==> src/rtl/io_frame_reader_pkg.sv <==
// io_frame_reader_pkg: constants shared between the IO address decoder and
// the frame reader, plus the frame reader's state and source types.
package io_frame_reader_pkg;

    localparam int ADDR_W     = 22;
    localparam int PIX_W      = 8;
    localparam int IMG_PIXELS = 307200;
    localparam int ORIG_BASE  = 120;
    localparam int PROC_BASE  = 307320;

    typedef enum logic [1:0] {
        FR_IDLE  = 2'd0,
        FR_RUN   = 2'd1,
        FR_DRAIN = 2'd2
    } frame_state_t;

    typedef enum logic {
        SRC_ORIG = 1'b0,
        SRC_PROC = 1'b1
    } frame_src_t;

    // First RAM address of the selected image region
    function automatic logic [ADDR_W-1:0] frame_base(input frame_src_t src);
        logic [ADDR_W-1:0] base;
        case (src)
            SRC_ORIG: base = ADDR_W'(ORIG_BASE);
            SRC_PROC: base = ADDR_W'(PROC_BASE);
            default:  base = ADDR_W'(ORIG_BASE);
        endcase
        return base;
    endfunction

endpackage

==> src/rtl/io_frame_reader_if.sv <==
// io_frame_reader_if: pixel stream from the frame reader to the display path.
// The master drives pixels and frame markers, the slave answers with ready.
interface io_frame_reader_if #(
    parameter int PIX_W = 8
) ();
    logic [PIX_W-1:0] pix_data;
    logic             pix_valid;
    logic             pix_ready;
    logic             pix_sof;
    logic             pix_eof;

    modport master (
        output pix_data,
        output pix_valid,
        output pix_sof,
        output pix_eof,
        input  pix_ready
    );

    modport slave (
        input  pix_data,
        input  pix_valid,
        input  pix_sof,
        input  pix_eof,
        output pix_ready
    );
endinterface

==> src/rtl/io_frame_reader_skid.sv <==
// pixel_skid_buffer: 2-entry valid/ready buffer. slot0 is always the head and
// drives the output directly, so the presented word only changes on a pop.
module pixel_skid_buffer #(
    parameter int W = 10
) (
    input  logic         clk,
    input  logic         rst,
    input  logic         in_valid,
    input  logic [W-1:0] in_data,
    output logic         out_valid,
    input  logic         out_ready,
    output logic [W-1:0] out_data,
    output logic [1:0]   level
);
    logic [W-1:0] slot0_r;
    logic [W-1:0] slot1_r;
    logic [1:0]   level_r;
    logic         pop_s;

    assign pop_s     = out_valid & out_ready;
    assign out_valid = (level_r != 2'd0);
    assign out_data  = slot0_r;
    assign level     = level_r;

    // Push/pop bookkeeping; a push into a full buffer is dropped (the reader never issues one)
    always_ff @(posedge clk) begin
        if (!rst) begin
            slot0_r <= '0;
            slot1_r <= '0;
            level_r <= 2'd0;
        end else begin
            case ({in_valid, pop_s})
                2'b10: begin
                    case (level_r)
                        2'd0: begin
                            slot0_r <= in_data;
                            level_r <= 2'd1;
                        end
                        2'd1: begin
                            slot1_r <= in_data;
                            level_r <= 2'd2;
                        end
                        default: level_r <= level_r;
                    endcase
                end
                2'b01: begin
                    slot0_r <= slot1_r;
                    level_r <= level_r - 2'd1;
                end
                2'b11: begin
                    if (level_r == 2'd1) begin
                        slot0_r <= in_data;
                    end else begin
                        slot0_r <= slot1_r;
                        slot1_r <= in_data;
                    end
                end
                default: level_r <= level_r;
            endcase
        end
    end
endmodule

==> src/rtl/io_frame_reader.sv <==
// io_frame_reader: on a start pulse, reads one image region (original or
// processed) from the image RAM and streams it out as a valid/ready pixel
// stream with start/end-of-frame markers.
// Build option: define IO_FRAME_LOOP_EN for continuous refresh of the
// selected source; the default build is single-shot.
module io_frame_reader
    import io_frame_reader_pkg::*;
#(
    parameter int FRAME_PIXELS = IMG_PIXELS
) (
    input  logic              clk,
    input  logic              rst,
    input  logic              start_orig,
    input  logic              start_proc,
    output logic [ADDR_W-1:0] rd_addr,
    output logic              rd_en,
    input  logic [PIX_W-1:0]  rd_data,
    io_frame_reader_if.master stream,
    output logic              busy
);
    localparam int CNT_W = $clog2(FRAME_PIXELS);
    localparam int BUF_W = PIX_W + 2;

    frame_state_t      state_r;
    frame_src_t        src_r;
`ifdef IO_FRAME_LOOP_EN
    frame_src_t        next_src_r;
`endif
    logic [CNT_W-1:0]  cnt_r;
    logic [ADDR_W-1:0] addr_r;
    logic              pend_r;
    logic              pend_sof_r;
    logic              pend_eof_r;

    logic [1:0]        level_s;
    logic [BUF_W-1:0]  buf_out_s;
    logic              issue_s;
    logic              pop_s;
    logic              start_s;
    logic              last_s;
    logic              eof_hs_s;
    frame_src_t        start_src_s;

    assign start_s  = start_orig | start_proc;
    assign pop_s    = stream.pix_valid & stream.pix_ready;
    assign eof_hs_s = pop_s & stream.pix_eof;
    assign last_s   = (cnt_r == CNT_W'(FRAME_PIXELS - 1));
    assign busy     = (state_r != FR_IDLE);
    assign rd_addr  = addr_r;
    assign rd_en    = issue_s;

    // Original wins when both start pulses arrive together
    always_comb begin
        start_src_s = SRC_PROC;
        if (start_orig) begin
            start_src_s = SRC_ORIG;
        end else begin
            start_src_s = SRC_PROC;
        end
    end

    // Issue a read when the buffer can still hold it in the worst case; this
    // cycle's pop is credited so a ready consumer sees one pixel every cycle
    always_comb begin
        issue_s = 1'b0;
        if (state_r == FR_RUN) begin
            issue_s = (({1'b0, level_s} + {2'b00, pend_r}) < (3'd2 + {2'b00, pop_s}));
        end else begin
            issue_s = 1'b0;
        end
    end

    // Frame FSM, source latch, pixel counter and in-flight read tracking
    always_ff @(posedge clk) begin
        if (!rst) begin
            state_r    <= FR_IDLE;
            src_r      <= SRC_ORIG;
`ifdef IO_FRAME_LOOP_EN
            next_src_r <= SRC_ORIG;
`endif
            cnt_r      <= '0;
            addr_r     <= '0;
            pend_r     <= 1'b0;
            pend_sof_r <= 1'b0;
            pend_eof_r <= 1'b0;
        end else begin
            pend_r     <= issue_s;
            pend_sof_r <= issue_s & (cnt_r == '0);
            pend_eof_r <= issue_s & last_s;
            case (state_r)
                FR_IDLE: begin
                    if (start_s) begin
                        state_r    <= FR_RUN;
                        src_r      <= start_src_s;
`ifdef IO_FRAME_LOOP_EN
                        next_src_r <= start_src_s;
`endif
                        cnt_r      <= '0;
                        addr_r     <= frame_base(start_src_s);
                    end else begin
                        state_r <= FR_IDLE;
                    end
                end
                FR_RUN: begin
                    if (issue_s) begin
                        addr_r <= addr_r + ADDR_W'(1);
                        if (last_s) begin
                            state_r <= FR_DRAIN;
                        end else begin
                            cnt_r <= cnt_r + CNT_W'(1);
                        end
                    end else begin
                        state_r <= FR_RUN;
                    end
                end
                FR_DRAIN: begin
                    if (eof_hs_s) begin
`ifdef IO_FRAME_LOOP_EN
                        state_r <= FR_RUN;
                        src_r   <= next_src_r;
                        cnt_r   <= '0;
                        addr_r  <= frame_base(next_src_r);
`else
                        state_r <= FR_IDLE;
`endif
                    end else begin
                        state_r <= FR_DRAIN;
                    end
                end
                default: state_r <= FR_IDLE;
            endcase
`ifdef IO_FRAME_LOOP_EN
            // While looping, a start of the other source takes effect at the next frame
            if ((state_r != FR_IDLE) && start_s && (start_src_s != src_r)) begin
                next_src_r <= start_src_s;
            end
`endif
        end
    end

    pixel_skid_buffer #(.W(BUF_W)) u_skid (
        .clk       (clk),
        .rst       (rst),
        .in_valid  (pend_r),
        .in_data   ({pend_sof_r, pend_eof_r, rd_data}),
        .out_valid (stream.pix_valid),
        .out_ready (stream.pix_ready),
        .out_data  (buf_out_s),
        .level     (level_s)
    );

    assign stream.pix_sof  = buf_out_s[BUF_W-1];
    assign stream.pix_eof  = buf_out_s[BUF_W-2];
    assign stream.pix_data = buf_out_s[PIX_W-1:0];

endmodule

==> src/flat_wrapper.sv <==
// flat-port wrapper written by rule: the top's interface ports become plain ports
module io_frame_reader_flat import io_frame_reader_pkg::*;
#(
    parameter int FRAME_PIXELS = IMG_PIXELS
)
  (clk, rst, start_orig, start_proc, rd_addr, rd_en, rd_data, busy, stream_pix_data, stream_pix_valid, stream_pix_sof, stream_pix_eof, stream_pix_ready);
  io_frame_reader_if #(.PIX_W(8)) stream_i ();
  input  logic clk;
  input  logic rst;
  input  logic start_orig;
  input  logic start_proc;
  output logic [ADDR_W-1:0] rd_addr;
  output logic rd_en;
  input  logic [PIX_W-1:0] rd_data;
  output logic busy;
  output wire logic [$bits(stream_i.pix_data)-1:0] stream_pix_data;
  output wire logic [$bits(stream_i.pix_valid)-1:0] stream_pix_valid;
  output wire logic [$bits(stream_i.pix_sof)-1:0] stream_pix_sof;
  output wire logic [$bits(stream_i.pix_eof)-1:0] stream_pix_eof;
  input wire logic [$bits(stream_i.pix_ready)-1:0] stream_pix_ready;
  assign stream_pix_data = stream_i.pix_data;
  assign stream_pix_valid = stream_i.pix_valid;
  assign stream_pix_sof = stream_i.pix_sof;
  assign stream_pix_eof = stream_i.pix_eof;
  assign stream_i.pix_ready = stream_pix_ready;
  io_frame_reader #(.FRAME_PIXELS(FRAME_PIXELS)) u_core (.clk(clk), .rst(rst), .start_orig(start_orig), .start_proc(start_proc), .rd_addr(rd_addr), .rd_en(rd_en), .rd_data(rd_data), .stream(stream_i), .busy(busy));
endmodule
==> config.mk <==
export PLATFORM = sky130hd
export DESIGN_NAME = io_frame_reader_flat
export DESIGN_NICKNAME = d
export VERILOG_FILES = /design/src/rtl/io_frame_reader_pkg.sv /design/src/rtl/io_frame_reader_if.sv /design/src/rtl/io_frame_reader_skid.sv /design/src/rtl/io_frame_reader.sv /design/src/flat_wrapper.sv
export SDC_FILE = /design/constraint.sdc
export NUM_CORES = 1
export LEC_CHECK = 0
export CORE_ASPECT_RATIO = 0.8
export CORE_UTILIZATION = 55
export DETAILED_ROUTE_END_ITERATION = 7
export PLACE_DENSITY = 0.8
export SYNTH_ARGS = -nofsm -noshare
export SYNTH_HDL_FRONTEND = slang
export SYNTH_HIERARCHICAL = 1
export SYNTH_SLANG_ARGS = --single-unit
==> constraint.sdc <==
create_clock -name clk -period 2.97 [get_ports clk]
set_input_delay 0.594 -clock clk [delete_from_list [all_inputs] [get_ports clk]]
set_output_delay 0.594 -clock clk [all_outputs]
set_load 0.1 [all_outputs]
**After elaboration in Yosys (flattened, before gate mapping)**

Cells that the tools add are included.

- Register bits: 68
- Output and inout bits: 35
- Word-level logic and storage cells: 70

- $add $sub $neg: 5
- Order comparisons: 1
- Eq/ne operators: 14
- Multiplexer cells: 22
- Bitwise operators: 5
- Reduce and logical (&&, ||, !) cells: 14

Operators by type and width:

| cell | count |
|---|---|
| case mux 22 bit (2 select lines) | 2 |
| two-way mux 19 bit | 3 |
| two-way mux 22 bit | 2 |
| case mux 19 bit (2 select lines) | 1 |
| two-way mux 10 bit | 3 |
| case mux 10 bit (3 select lines) | 1 |
| adder 22 x 1 -> 22 bit (second input constant) | 1 |
| case mux 10 bit (2 select lines) | 1 |
| adder 19 x 1 -> 19 bit (second input constant) | 1 |
| == test 19 bit (second input constant) | 1 |
| zero test 19 bit | 1 |
| nonzero test 2 bit | 5 |
| case mux 2 bit (2 select lines) | 2 |
| == test 2 x 1 -> 1 bit (second input constant) | 3 |
| == test 2 bit (second input constant) | 3 |
| two-way mux 2 bit | 3 |
| inequality test 2 bit (second input constant) | 3 |
| inequality test 3 bit (second input constant) | 2 |
| case mux 2 bit (3 select lines) | 1 |
| AND reduction 2 bit | 3 |
| bitwise AND 1 bit | 4 |
| zero test 2 bit | 2 |
| inequality test 2 x 1 -> 1 bit (second input constant) | 2 |
| AND reduction 4 bit | 1 |
| 8 further kinds | 10 |

**Logic depth before layout (Yosys ltp)**

Gate-level depths: netlist of the first run.

- Depth after elaboration: 7
- Depth in mapped cells: 12

**Hierarchy**

Netlist of the first run, hierarchy kept.

By module, submodules not included:

| module | times used | cells an instance | area each (µm²) | sequential area each (µm²) |
|---|---|---|---|---|
| io_frame_reader | 1 | 288 | 2451.1 | 920.9 |
| pixel_skid_buffer | 1 | 128 | 1091.0 | 440.4 |

**Worst setup path after synthesis of the first run**

Ideal clock, no wire load.

- Path type: flip-flop to flip-flop
- From: reg u_core.u_skid.level_r[0], in the netlist u_core/u_skid/level[0]
- To: reg u_core.addr_r[20], in the netlist u_core/rd_addr[20]
- Library setup time: 0.128 ns
- Arrival time: 3.688 ns
- Slack: -0.845 ns
- Cell stages (with the launch flop): 13
- Buffers on the path: 3
- Cells stage by stage: dfxtp_1 > inv_1 > ha_1 > buf_4 > inv_1 > nand3b_1 > a211o_1 > buf_6 > clkinv_8 > clkbuf_1 > o2111ai_1 > xnor2_1 > nor2_1

- Word-level cells in the longest chain between the ends: 7
- Elaborated cells between the ends (all ways): 8
- Classes of those cells: add/sub: 2; order compare: 1; eq/ne: 1; mux: 1; bitwise: 1; reduce/logical: 2

Ends and longest elaborated chain:

| what | line | RTL |
|---|---|---|
| from (decl) | io_frame_reader_skid.sv:17 | `logic [1:0] level_r;` |
| from (signal assigned) | io_frame_reader_skid.sv:43 | `default: level_r <= level_r;` |
| from (signal assigned) | io_frame_reader_skid.sv:48 | `level_r <= level_r - 2'd1;` |
| from (signal assigned) | io_frame_reader_skid.sv:58 | `default: level_r <= level_r;` |
| nonzero test 2 bit | io_frame_reader_skid.sv:21 | `assign out_valid = (level_r != 2'd0);` |
| net stream_pix_valid | flat_wrapper.sv:17 | `output wire logic [$bits(stream_i.pix_valid)-1:0] stream_pix_valid;` |
| bitwise AND 1 bit | io_frame_reader.sv:45 | `assign pop_s = stream.pix_valid & stream.pix_ready;` |
| adder 2 x 1 -> 3 bit | io_frame_reader.sv:67 | `issue_s = (({1'b0, level_s} + {2'b00, pend_r}) < (3'd2 + {2'b00, pop_s}));` |
| less-than comparator 3 bit | io_frame_reader.sv:67 |  |
| two-way mux 1 bit | io_frame_reader.sv:66 | `if (state_r == FR_RUN) begin` |
| net rd_en | flat_wrapper.sv:13 | `output logic rd_en;` |
| inequality test 2 x 1 -> 1 bit (no line) | -- |  |
| AND reduction 3 bit (no line) | -- |  |
| to (signal assigned) | io_frame_reader.sv:99 | `addr_r <= frame_base(start_src_s);` |
| to (signal assigned) | io_frame_reader.sv:106 | `addr_r <= addr_r + ADDR_W'(1);` |
| to (decl) | io_frame_reader.sv:30 | `logic [ADDR_W-1:0] addr_r;` |

The timed path passes the listed nets, and every way through them passes these cells.
A chain may end at the register's enable or synchronous reset.

**Worst setup path in the final report of the first run**

- From: reg u_core.u_skid.level_r[0], in the netlist u_core/u_skid/level[0]
- To: out rd_en

- Word-level cells in the longest chain between the ends: 5
- Elaborated cells between the ends (all ways): 6
- Classes of those cells: add/sub: 2; order compare: 1; mux: 1; bitwise: 1; reduce/logical: 1

Ends and longest elaborated chain:

| what | line |
|---|---|
| nonzero test 2 bit | io_frame_reader_skid.sv:21 |
| bitwise AND 1 bit | io_frame_reader.sv:45 |
| adder 2 x 1 -> 3 bit | io_frame_reader.sv:67 |
| less-than comparator 3 bit * | io_frame_reader.sv:67 |
| two-way mux 1 bit * | io_frame_reader.sv:66 |
| to (decl) | flat_wrapper.sv:13 |

Mark *: on every way between the ends. The rest lies on a longest branch, timed or not.

==> results.cfg, run 1 <==
[cells_and_area]
final_layout_size_suffix_gt1_frac = 0.1540
regArea_um2 = 1361
num-fill-cells = 508
post-route-util = 0.6816
stdcell_count = 542
design.final.nets = 480
multiInputGateArea_um2 = 1986
n_antenna_cell = 0
syn2layout_area_growth_pct = 16.78

[clock_tree]
htreeDepth = 3
ctsRootBufferMaster = sky130_fd_sc_hd__clkbuf_8
clock_tree.buffer_depth = 2
clock_sinks = 68
postCtsHoldBufs = 0
clk_pin_slew_ps = 70
cts_tree = yes
cts_setup_buffers = 0
post_cts.resized_instances = 0
clock_insertion_delay_worst_skew_ps = 340
numCtsBuffers = 9

[detailed_routing]
antenna_left = 0
drt-wirelength-per-cell_um = 15.45
route.final.wire_length_um = 8373
detail_route.iter0.violations = 219
detail_route.first_pass.iterations = 6
viasPerCell = 6.002
dr_drc_count = 0
num_vias = 3253

[hold_path]
worst_hold_path_type = reg2reg

[sta]
rsz0062_at_grt = false
period_share = 0.9471
fin_worst_skew_ps = 8.861
final.setup.tns_ps = 0
maxSlewHeadroom = 0.5917
timing.final.hold_violations = 0
timing.final.setup_violations = 0
fin_crit_ps = 2813
achievable-frequency_ghz = 0.3555
tightest_slew_ps = 606.8
final_max_slew_viol_count = 0

[die]
starting_density_of_the_core = 0.5837
floorplan.io_pins = 48
core.rowCount = 25
core_area_um2 = 6068
dieWidth_um = 91.73
dieHeight_um = 73.78
die_area_um2 = 6767

[yosys]
synthCells = 416
yosys-mux-area-fraction = 0.02543
dominant_combinational_cell_family_by_area_after_synthesis = simple AND/OR/NAND/NOR gates
synthDominantCellAreaShare = 0.3843
synthArstFlopShare = 0
share_of_synthesized_cell_area_in_and_or_nand_and_nor_gates = 0.2391
synth_top_cell_by_area = sky130_fd_sc_hd__dfxtp_1
syn-mean-instance-area_um2 = 8.515
synth.yosys.warnings = 6
ys_types = 59
synth_compound_area_frac = 0.2211
synth.yosys.seq_area_share = 0.3843
netlist_top_cells_area = sky130_fd_sc_hd__dfxtp_1, sky130_fd_sc_hd__a21oi_1, sky130_fd_sc_hd__nand2_1
synth_area_in_adders = 0.03179
synth_enable_flop_cells = 0
synthesis.nets = 438
post_synth_xor_area_fraction = 0.04203
ys_ff_latch = 68
synth_ff_type = sky130_fd_sc_hd__dfxtp_1
synthesized_cell_area_um2 = 3542

[place]
placement.io_buffers = 47
gpl.final_weighted_congestion = 0.8509
post-place-cells = 528
place_hpwl_um = 5924

[setup_path]
crit_type = reg2out
crit_path_end_kind = output pin
arrival_ps = 2220
cp_max_fo = 18
start_kind = flop
worst-endpoint-required_ps = 2380

[run_status]
status = completed

[grt]
first_pass_grt_wire_length_um = 13770
gr-total-overflow = 0
largest_net_degree_at_the_start_of_global_routing = 40
vias_in_the_first_global_route = 2975
antenna_found_initial = 0
globalRouteTotalUtil = 0.2567

[pwr]
p_leak_nw = 1.467
max-vdd-ir-drop_mv = 0.3278
powerDensity_nw_per_um2 = 666.2

[job]
maxCapViolCount = 0
-- logic make-up (layout without fill, tap and decap cells) --
kind of cell,Yosys count,in the layout
buf+inv,38,83
compound gates,118,118
simple gates,157,157
xor+xnor,17,17
fa+ha+maj,9,9
mux,9,9
flops,68,68
-- power by group --
group          switching [mW]  leakage [nW]  internal [mW]
combinational           0.749         0.825          0.263
clock                   0.325        0.0890          0.376
sequential             0.0580         0.553          0.984
total                    1.13          1.47           1.62
-- layout by cell type (no fill, tap or decap), types with 4 or more instances in the layout --
master,instances
sky130_fd_sc_hd__nor3_1,6
sky130_fd_sc_hd__xnor2_1,8
sky130_fd_sc_hd__inv_1,14
sky130_fd_sc_hd__a21oi_1,32
sky130_fd_sc_hd__buf_4,40
sky130_fd_sc_hd__dfxtp_1,68
sky130_fd_sc_hd__or3_1,6
sky130_fd_sc_hd__and2_1,8
sky130_fd_sc_hd__clkdlybuf4s50_1,12
sky130_fd_sc_hd__xor2_1,9
sky130_fd_sc_hd__nor4_1,4
sky130_fd_sc_hd__a21boi_0,6
sky130_fd_sc_hd__o31ai_1,8
sky130_fd_sc_hd__o221ai_1,6
sky130_fd_sc_hd__or4_1,12
sky130_fd_sc_hd__o2111ai_1,8
sky130_fd_sc_hd__o21ai_1,15
sky130_fd_sc_hd__nand3_1,20
sky130_fd_sc_hd__nand2_1,39
sky130_fd_sc_hd__o21ai_0,17
sky130_fd_sc_hd__nand4_1,9
sky130_fd_sc_hd__mux2i_1,9
sky130_fd_sc_hd__clkbuf_8,9
sky130_fd_sc_hd__nor2_1,29
sky130_fd_sc_hd__ha_1,9
-- metal layers --
metal / vias to the layer above / wire length, µm / GRT usage / share of wire
li1: 1617 / - / - / -
met1: 1523 / 3868 / 0.3253 / 0.46
met2: 103 / 3936 / 0.4302 / 0.47
met3: 10 / 460 / 0.05901 / 0.055
met4: 0 / 108 / 0.09896 / 0.013
met5: - / 0 / 0 / 0
-- state kept, by name, indices dropped and copies added, names as in the netlist --
name,count
u_core/pend_eof_r,1
u_core/cnt_r,19
u_core/pend_sof_r,1
u_core/u_skid/out_data,10
u_core/pend_r,1
u_core/u_skid/level,2
u_core/rd_addr,22
u_core/u_skid/slot1_r,10
u_core/state_r,2
-- synth_stat cells, types with 9 or more instances --
| cell type | n |
|---|---|
| sky130_fd_sc_hd__o21ai_0 | 18 |
| sky130_fd_sc_hd__nand3_1 | 20 |
| sky130_fd_sc_hd__mux2i_1 | 9 |
| sky130_fd_sc_hd__xor2_1 | 9 |
| sky130_fd_sc_hd__nand2_1 | 39 |
| sky130_fd_sc_hd__dfxtp_1 | 68 |
| sky130_fd_sc_hd__o21ai_1 | 15 |
| sky130_fd_sc_hd__a21oi_1 | 32 |
| sky130_fd_sc_hd__inv_1 | 15 |
| sky130_fd_sc_hd__clkbuf_1 | 13 |
| sky130_fd_sc_hd__nor2_1 | 29 |
| sky130_fd_sc_hd__or4_1 | 12 |
| sky130_fd_sc_hd__ha_1 | 9 |
| sky130_fd_sc_hd__nand4_1 | 9 |
-- layout make-up --
cell class / count / share of cell area
tap: 81 / 0.02450
multi-input combinational: 310 / 0.4800
timing repair buffer: 53 / 0.1065
sequential: 68 / 0.3291
inverter: 16 / 0.01845
clock buffer: 11 / 0.03176
clock inverter: 3 / 0.009679
-- metrics by stage --
step | power [mW] | worst slack [ps] | cell area (µm²) | hold slack, ps
CTS | 2.773 | 146.7 | 4136 | 461.3
global placement | 2.052 | 259.0 | 3965 | 439.1
finish | 2.756 | 157.0 | 4136 | 460.3
floorplan | 1.870 | 29.53 | 3547 | 428.1
detailed placement | 2.069 | 233.1 | 3965 | 451.8
global route | 2.888 | 18.78 | 4136 | 486.8
-- path summary, 6_finish.rpt --
path                            start                        to  slack [ps]  cells after the start
min          u_core/u_skid/slot1_r[4]  u_core/u_skid/slot1_r[4]         460                      2
min reg2reg  u_core/u_skid/slot1_r[4]  u_core/u_skid/slot1_r[4]         460                      2
max reg2reg    u_core/u_skid/level[0]          u_core/cnt_r[14]         320                      9
max            u_core/u_skid/level[0]                     rd_en         160                      7
-- worst max-delay path, stage by stage (launching register included) --
cell and delay, ps:
sky130_fd_sc_hd__dfxtp_1 440, sky130_fd_sc_hd__inv_1 110, sky130_fd_sc_hd__ha_1 250, sky130_fd_sc_hd__clkinvlp_4 130, sky130_fd_sc_hd__nand3b_1 100, sky130_fd_sc_hd__a211o_1 470, sky130_fd_sc_hd__clkinv_8 180, sky130_fd_sc_hd__buf_12 190
No activity file was read; power rests on OpenSTA's default activity.
==> run 2: changes to the inputs <==
--- a/config.mk
+++ b/config.mk
@@ -10,4 +10,5 @@
 export DETAILED_ROUTE_END_ITERATION = 7
 export PLACE_DENSITY = 0.8
+export REMOVE_ABC_BUFFERS = 1
 export SYNTH_ARGS = -nofsm -noshare
 export SYNTH_HDL_FRONTEND = slang
==> constraint.sdc (replaced) <==
create_clock -name clk -period 2.97 [get_ports clk]
set_input_delay 0.7425 -clock clk [delete_from_list [all_inputs] [get_ports clk]]
set_output_delay 0.7425 -clock clk [all_outputs]
set_load 0.1 [all_outputs]
==> results.cfg, run 2 (synthesis gave the netlist of run 1 again) <==
[run_status]
status = completed

[setup_path]
start_kind = input pin
arrival_ps = 2070
cp_max_fo = 18
worst_r2r_path_depth = 9
worstSetupStartpoint = stream_pix_ready
reg2reg_setup_slack_ps = 510
crit_type = in2out
critical_path.reg2reg.startpoint = u_core/u_skid/level[0]
regToRegEndpoint = u_core/cnt_r[16]
crit_path_end_kind = output pin
worst-endpoint-required_ps = 2230

[cells_and_area]
commonest_non_fill_non_tap_cell_in_the_layout = sky130_fd_sc_hd__dfxtp_1
final_layout_size_suffix_gt1_frac = 0.1649
stdcell_count = 548
n_antenna_cell = 0
syn2layout_area_growth_pct = 18.69
final_cell_mix = sky130_fd_sc_hd__dfxtp_1, sky130_fd_sc_hd__buf_4, sky130_fd_sc_hd__nand2_1
design.final.nets = 485
num-fill-cells = 498
largest_register_ffs = 22

[sta]
final_max_slew_viol_count = 0
fin_worst_skew_ps = 6.304
rsz0062_at_grt = false
maxSlewHeadroom = 0.5390
layout_setup_ws_ps = 153.4
final.setup.tns_ps = 0
timing.final.hold_violations = 0
timing.final.setup_violations = 0
period_share = 0.9484
achievable-frequency_ghz = 0.3550
tightest_slew_ps = 685.2
worst_hold_slack_ps = 454.9
fin_crit_ps = 2817

[grt]
globalRouteTotalUtil = 0.2710
gr-total-overflow = 0
first_pass_grt_wire_length_um = 14410
largest_net_degree_at_the_start_of_global_routing = 40
vias_in_the_first_global_route = 3032
antenna_found_initial = 0

[hold_path]
worst_hold_path_type = reg2reg
hold_depth = 2
hold_end = u_core/u_skid/slot1_r[9]
min_from = u_core/pend_sof_r

[clock_tree]
ctsRootBufferMaster = sky130_fd_sc_hd__clkbuf_8
clock_sinks = 68
clock_insertion_delay_worst_skew_ps = 350
post_cts.resized_instances = 0
htreeDepth = 3
numCtsBuffers = 9
cts_tree = yes
postCtsHoldBufs = 0
cts_setup_buffers = 0
clk_pin_slew_ps = 70
clock_tree.buffer_depth = 2

[place]
place_hpwl_um = 5966
post-place-cells = 533
placement.io_buffers = 47
dp_slack_ps = 149.1
gpl.final_weighted_congestion = 0.8547

[detailed_routing]
route.final.wire_length_um = 8694
drt-wirelength-per-cell_um = 15.86
antenna_left = 0
num_vias = 3361
detail_route.iter0.violations = 196
detail_route.first_pass.iterations = 4
viasPerCell = 6.133
dr_drc_count = 0

[die]
dieWidth_um = 91.73
dieHeight_um = 73.78
die_area_um2 = 6767
core_area_um2 = 6068
floorplan.io_pins = 48
starting_density_of_the_core = 0.5837
core.rowCount = 25

[job]
maxCapViolCount = 0

[pwr]
powerDensity_nw_per_um2 = 685.8
max-vdd-ir-drop_mv = 0.4731
p_leak_nw = 1.511
-- run 2: changes by cell type in the layout (fill, tap and decap cells not counted) --
| cell | previous run | this run |
|---|---|---|
| sky130_fd_sc_hd__buf_4 | 40 | 45 |
| sky130_fd_sc_hd__bufinv_16 | 1 | 2 |
| sky130_fd_sc_hd__clkbuf_1 | 2 | 1 |
| sky130_fd_sc_hd__inv_1 | 14 | 15 |
-- run 2: final cells by class --
type                       count  area [µm²]  share of cell area
clock buffer                  10       127.6             0.03036
clock inverter                 5       77.57             0.01845
inverter                      16       72.57             0.01726
multi-input combinational    310        1986              0.4723
sequential                    68        1361              0.3238
tap                           81       101.3             0.02411
timing repair buffer          58       478.0              0.1137
-- run 2: metrics by stage --
step	area (µm²)	total power [mW]	utilization
CTS	4204	2.893	0.6928
floorplan	3416	1.820	-
global placement	3999	2.055	0.6590
finish	4204	2.883	0.6928
global route	4204	3.010	0.6928
detailed placement	3999	2.074	0.6590
-- run 2: worst max-delay path: stages --
cell and delay (ps):
sky130_fd_sc_hd__clkdlybuf4s50_1 500, sky130_fd_sc_hd__nand3b_1 110, sky130_fd_sc_hd__a211o_1 390, sky130_fd_sc_hd__clkinv_8 140, sky130_fd_sc_hd__buf_12 180
-- run 2: worst max-delay path by stage --
stage | slack (ps) | to | cells past startpoint
3_5_place_dp | 150 | rd_en | 5
4_1_cts | 140 | rd_en | 5
5_1_grt | 30 | rd_en | 7
2_1_floorplan | -190 | u_core/cnt_r[18] | 9
6_report | 150 | rd_en | 5
3_3_place_gp | 170 | rd_en | 5
-- run 2: power by group --
part	total (mW)	switching, mW	internal (mW)
registers	1.04	0.0602	0.983
logic	1.03	0.757	0.268
clock network	0.814	0.349	0.465
-- run 2: routing by layer --
metal	vias to the layer above	wire, µm	share of wire	track usage
met3	20	569	0.065	0.08178
met4	0	179	0.021	0.1128
met5	-	0	0	0
met2	126	3883	0.45	0.4219
li1	1631	-	-	-
met1	1584	4062	0.47	0.3533
